==> src/rtl/store_access_sequencer.sv <==
`timescale 1ns/1ps
`default_nettype none
// ============================================================================
// Module      : store_access_sequencer
// Description : Turns single-cycle read/write/clear requests into timed
//               asynchronous strobe sequences for the 32 x 32-bit store lines
//               and captures read data from store Q.
// Revision    : 1.0 - initial release
// ============================================================================
module store_access_sequencer #(
  parameter int SETUP_CYCLES = 2,
  parameter int WRITE_CYCLES = 4,
  parameter int READ_CYCLES  = 4
) (
  input  logic        clk,
  input  logic        reset,
  input  logic        req_valid,
  input  logic        req_write,
  input  logic [4:0]  req_addr,
  input  logic [31:0] req_data,
  input  logic        clear_req,
  output logic        req_ready,
  output logic        op_done,
  output logic        rsp_valid,
  output logic [31:0] rsp_data,
  output logic [4:0]  store_A,
  output logic [31:0] store_D,
  output logic        store_CS_n,
  output logic        store_WE_n,
  output logic        store_OE_n,
  input  logic [31:0] store_Q
);

  localparam int c_max_ab     = (SETUP_CYCLES > WRITE_CYCLES) ? SETUP_CYCLES : WRITE_CYCLES;
  localparam int c_max_cycles = (c_max_ab > READ_CYCLES) ? c_max_ab : READ_CYCLES;
  localparam int c_cnt_w      = (c_max_cycles > 1) ? $clog2(c_max_cycles) : 1;

  localparam logic [c_cnt_w-1:0] c_setup_last = c_cnt_w'(SETUP_CYCLES - 1);
  localparam logic [c_cnt_w-1:0] c_write_last = c_cnt_w'(WRITE_CYCLES - 1);
  localparam logic [c_cnt_w-1:0] c_read_last  = c_cnt_w'(READ_CYCLES - 1);
  localparam logic [4:0]         c_last_line  = 5'd31;

  localparam logic [2:0] c_st_idle    = 3'd0;
  localparam logic [2:0] c_st_w_setup = 3'd1;
  localparam logic [2:0] c_st_w_pulse = 3'd2;
  localparam logic [2:0] c_st_w_hold  = 3'd3;
  localparam logic [2:0] c_st_r_wait  = 3'd4;

  logic [2:0]         state_q, state_d;
  logic [c_cnt_w-1:0] cnt_q, cnt_d;
  logic [4:0]         addr_q, addr_d;
  logic [31:0]        data_q, data_d;
  logic               clear_q, clear_d;
  logic               req_ready_q, req_ready_d;
  logic               op_done_q, op_done_d;
  logic               rsp_valid_q, rsp_valid_d;
  logic [31:0]        rsp_data_q, rsp_data_d;
  logic [4:0]         store_a_q, store_a_d;
  logic [31:0]        store_d_q, store_d_d;
  logic               cs_n_q, cs_n_d;
  logic               we_n_q, we_n_d;
  logic               oe_n_q, oe_n_d;

  // State register and all registered outputs; reset aborts any operation
  always_ff @(posedge clk) begin
    if (reset) begin
      state_q     <= c_st_idle;
      cnt_q       <= '0;
      addr_q      <= 5'd0;
      data_q      <= 32'd0;
      clear_q     <= 1'b0;
      req_ready_q <= 1'b0;
      op_done_q   <= 1'b0;
      rsp_valid_q <= 1'b0;
      rsp_data_q  <= 32'd0;
      store_a_q   <= 5'd0;
      store_d_q   <= 32'd0;
      cs_n_q      <= 1'b1;
      we_n_q      <= 1'b1;
      oe_n_q      <= 1'b1;
    end else begin
      state_q     <= state_d;
      cnt_q       <= cnt_d;
      addr_q      <= addr_d;
      data_q      <= data_d;
      clear_q     <= clear_d;
      req_ready_q <= req_ready_d;
      op_done_q   <= op_done_d;
      rsp_valid_q <= rsp_valid_d;
      rsp_data_q  <= rsp_data_d;
      store_a_q   <= store_a_d;
      store_d_q   <= store_d_d;
      cs_n_q      <= cs_n_d;
      we_n_q      <= we_n_d;
      oe_n_q      <= oe_n_d;
    end
  end

  // Next-state: acceptance in IDLE (clear wins), phase counting, clear sweep stepping
  always_comb begin
    state_d = state_q;
    cnt_d   = cnt_q;
    addr_d  = addr_q;
    data_d  = data_q;
    clear_d = clear_q;
    case (state_q)
      c_st_idle: begin
        // req_ready_q is low only in the first cycle after reset
        if (req_ready_q) begin
          if (clear_req) begin
            clear_d = 1'b1;
            addr_d  = 5'd0;
            data_d  = 32'd0;
            cnt_d   = '0;
            state_d = c_st_w_setup;
          end else if (req_valid) begin
            clear_d = 1'b0;
            addr_d  = req_addr;
            data_d  = req_write ? req_data : 32'd0;
            cnt_d   = '0;
            state_d = req_write ? c_st_w_setup : c_st_r_wait;
          end
        end
      end
      c_st_w_setup: begin
        if (cnt_q == c_setup_last) begin
          cnt_d   = '0;
          state_d = c_st_w_pulse;
        end else begin
          cnt_d = cnt_q + 1'b1;
        end
      end
      c_st_w_pulse: begin
        if (cnt_q == c_write_last) begin
          cnt_d   = '0;
          state_d = c_st_w_hold;
        end else begin
          cnt_d = cnt_q + 1'b1;
        end
      end
      c_st_w_hold: begin
        if (clear_q && (addr_q != c_last_line)) begin
          addr_d  = addr_q + 5'd1;
          cnt_d   = '0;
          state_d = c_st_w_setup;
        end else begin
          clear_d = 1'b0;
          state_d = c_st_idle;
        end
      end
      c_st_r_wait: begin
        if (cnt_q == c_read_last) begin
          cnt_d   = '0;
          state_d = c_st_idle;
        end else begin
          cnt_d = cnt_q + 1'b1;
        end
      end
      default: begin
        state_d = c_st_idle;
        cnt_d   = '0;
        clear_d = 1'b0;
      end
    endcase
  end

  // Outputs computed from the next state so every pin is a flop that changes on state entry
  always_comb begin
    req_ready_d = (state_d == c_st_idle);
    op_done_d   = (state_d == c_st_idle) &&
                  ((state_q == c_st_w_hold) || (state_q == c_st_r_wait));
    rsp_valid_d = (state_d == c_st_idle) && (state_q == c_st_r_wait);
    rsp_data_d  = rsp_valid_d ? store_Q : rsp_data_q;
    store_a_d   = addr_d;
    store_d_d   = ((state_d == c_st_w_setup) || (state_d == c_st_w_pulse) ||
                   (state_d == c_st_w_hold)) ? data_d : 32'd0;
    cs_n_d      = (state_d == c_st_idle);
    we_n_d      = (state_d != c_st_w_pulse);
    oe_n_d      = (state_d != c_st_r_wait);
  end

  assign req_ready  = req_ready_q;
  assign op_done    = op_done_q;
  assign rsp_valid  = rsp_valid_q;
  assign rsp_data   = rsp_data_q;
  assign store_A    = store_a_q;
  assign store_D    = store_d_q;
  assign store_CS_n = cs_n_q;
  assign store_WE_n = we_n_q;
  assign store_OE_n = oe_n_q;

endmodule
`default_nettype wire

==> config.mk <==
export PLATFORM = sky130hd
export DESIGN_NAME = store_access_sequencer
export DESIGN_NICKNAME = d
export VERILOG_FILES = /design/src/rtl/store_access_sequencer.sv
export SDC_FILE = /design/constraint.sdc
export NUM_CORES = 1
export LEC_CHECK = 0
export BUFFER_PORTS_ARGS = -buffer_cell sky130_fd_sc_hd__buf_4
export CORE_ASPECT_RATIO = 1.5
export CORE_UTILIZATION = 35
export DETAILED_ROUTE_END_ITERATION = 16
export PLACE_DENSITY_LB_ADDON = 0.1
export SYNTH_ARGS = -nofsm -noshare
export SYNTH_HDL_FRONTEND = slang
export SYNTH_SLANG_ARGS = --single-unit
==> constraint.sdc <==
create_clock -name clk -period 2.88 [get_ports clk]
set_clock_uncertainty 0.1 [all_clocks]
set_input_delay 0.432 -clock clk [delete_from_list [all_inputs] [get_ports clk]]
set_output_delay 0.432 -clock clk [all_outputs]
set_load 0.05 [all_outputs]
==> impl_results.md <==
- Total chip power: between 4000 and 5000 µW
- Mapped cell area: 4150 µm²
- Die W: approximately 91 µm
- Fin crit period: 2.34 ns
- Ranking of synthesized cells by area: dfxtp_1 54%, nand2_1 6.5%, a21oi_1 4.5%
- Seq/Total Area, Yosys: ~54%
- Critical path's largest stage delay: 1.04 ns
- Share of layout cells above drive strength 1: between 30% and 40%
- WL/cell: 13.8 µm
- NumNets Final: 654
- Main synth FF type: dfxtp_1
- Cells after Synth: 438
- Hold wc startpoint: store_Q[0]
- TritonCTS Buffers: 17
- Avg Inst Size Synth: 9.48 µm²
- Max Cap Viol: 0
- Hold Slack: 0.162 ns
- Worst R2R End: rsp_data[10]
- Drt drc: 0
- Top post-synthesis cells by count: 113 x dfxtp_1, 72 x nand2_1, 42 x nor2_1, 37 x a21oi_1, 25 x nor3_1
- DIE HEIGHT: 135 µm
- Initial DRC Count: 187
- Lkg Pwr: 0.00238 µW
- Sequential power share: 38.5%
- # clock sinks: approximately 110
- Slew headroom: 23.3%
- Cell taking the most area after synthesis: dfxtp_1
- Top-count cell post-synth: dfxtp_1
- Peak Freq: approximately 430 MHz
- Cell Rows: 48
- Syn Nets: 517
- Core region area: 11500 µm²
- Status: completed
- Clk root buf: clkbuf_16
- CP Launch Type: flop
- Design Area, Final: between 5000 and 6000 µm²
- Routed Antenna Nets: 0
- Grt ovf: 0
- Reg2Reg Depth: 3
- Initial antenna violation count: 0
- Worst hold path class: in2reg
- CP delay by family, top: simple AND/OR/NAND/NOR gates
- TritonCTS clock tree: built
- Vias in the first global route: 3453
- Worst-Margin Slew: 1.15 ns
- Stages on worst setup path: 3
- Gp weighted congestion: between 0.7 and 0.8
- Switch share: 28.6%
- Worst endpoint required time: 3.12 ns
- Final wirelength: just over 10000 µm
- Slowest CP cell: and3_1
- Sum Neg Setup Slack: 0 ns
- Ys Warns: 0
- Net Switching: 1250 µW
- Clk pwr share: 46.5%
- Max VDD drop: roughly 0.00041 V
- RSZ-0062 raised after global routing: false
- Inst Count DP: around 710
- Clock Path Buffers: 2
- R2R Path Start: state_q[2]
- Clk_lat worst skew: 0.41 ns
- Arrival @ worst endpoint: around 2.6 ns
- Hold Path End: rsp_data[0]
- Final setup viols: 0
- PostCTS Resize Cnt: 0
- Port buffer count: around 150
- Int Pwr: 3120 µW
- Seq cells post-synth: 113
- Routed vias: 3607
- Worst path bufs/invs: 0
- Worst Path Max Fanout: 32
- GRT Total Usage: 17.0%
- PwrDens: 741 nW/µm²
- Die footprint: 12300 µm²
- Antenna cell count: 0
- First-pass GRT wire length: 16400 µm
- Top-area cell type share of the netlist area: 54.5%
- Clk pin slew, worst setup/hold paths: 0.06 ns
- Dpl hpwl: 6760 µm
- Register Area: about 2300 µm²
- Post-synth EDFFs: 0
- Tcrit/Tclk final: 81.3%
- Post-synth cell types: 50
- Initial DRT Pass Iterations: 5
- Starting density of the core: 36.0%
- Crit path cell chain: and3_1 > nand2_1 > a21oi_1
- CTS H-tree depth: 4
- Fin cells: approximately 740
- Area occupied by multi-input gates: between 1500 and 2000 µm²
- Placed Instance Area: 5310 µm²
- Hold Violations, Final: 0
- Final Max Tran Viols: 0
- Worst reg2reg setup slack: approximately 0.54 ns
- FFs w/ async S/R, synth: 0%
- Setup CP Type: reg2reg
- Layout fillers: about 1100
- CTS Hold Bufs: 0
- Area Growth Syn to Fin: 41.9%
- Vias per cell: 4.89
- Combinational power share: 15.0%
- Postcts setup bufs: 0
- CP Capture Type: flop
- Worst hold path depth: 3
- Largest net degree at the start of global routing: 43
- I/O pin count: 149
-- worst min-delay path, cell delays in order --
cell and delay [ns]:
buf_4 0.11, nand2_1 0.04, a21oi_1 0.05
-- sequential cells by signal (all words and copies together), names as in the netlist --
register / cells
store_A: 5
rsp_valid: 1
store_OE_n: 1
clear_q: 1
state_q: 3
op_done: 1
rsp_data: 32
data_q: 32
cnt_q: 2
req_ready: 1
store_WE_n: 1
store_D: 32
store_CS_n: 1
-- kinds of logic after synthesis --
family / count (synthesis) / share of synthesized area [%]
simple gates: 180 / 21.4
flops: 113 / 54.5
compound gates: 93 / 16.4
buf+inv: 44 / 5.48
fa+ha+maj: 5 / 1.51
mux: 2 / 0.482
xor+xnor: 1 / 0.211
-- worst max-delay path by stage --
stage | to | from
6_report | rsp_data[10] | state_q[2]
5_1_grt | rsp_data[31] | state_q[0]
4_1_cts | rsp_data[28] | state_q[0]
3_5_place_dp | rsp_data[28] | state_q[0]
3_3_place_gp | rsp_data[13] | state_q[2]
2_1_floorplan | store_D[21] | store_A[0]
-- final cells by class --
cell class | count | share of cell area, %
clock inverters | 12 | 2.04
clock buffers | 20 | 7.92
inverters | 8 | 0.510
well taps | 150 | 3.18
multi-input cells | 281 | 28.3
repair buffers | 154 | 19.6
flip-flops and latches | 113 | 38.4
-- per-layer routing --
layer,wire length [µm],GRT usage (%),up-vias
met5,0,0,-
met3,711,6.00,18
met4,214,8.64,0
met1,4380,20.0,1660
li1,-,-,1795
met2,4880,27.5,134
-- per-stage QoR --
step                setup slack (ns)  util (%)
floorplan                      0.546         -
global placement               0.593      46.0
detailed placement             0.547      46.0
CTS                            0.523      51.1
global route                   0.265      51.1
finish                         0.539      51.1
-- cell usage in the layout, fill, tap and decap left out, types with 8 or more instances in the layout --
master     count
inv_1          8
nor2_1        42
clkbuf_16     17
nand2_1       72
a21oi_1       37
a22oi_1       23
nor3_2        10
buf_4        154
nor3_1        25
dfxtp_1      113
a22oi_2        9
-- power by group through the flow --
stage | clock network, µW | registers, µW | logic (µW)
after floorplan | 0 | 1780 | 390
after global placement | 0 | 1710 | 660
after detailed placement | 0 | 1720 | 663
after CTS | 2090 | 1680 | 665
after global routing | 2170 | 1690 | 717
final | 2030 | 1680 | 655
Note: power is estimated with default switching activity, not from simulation.
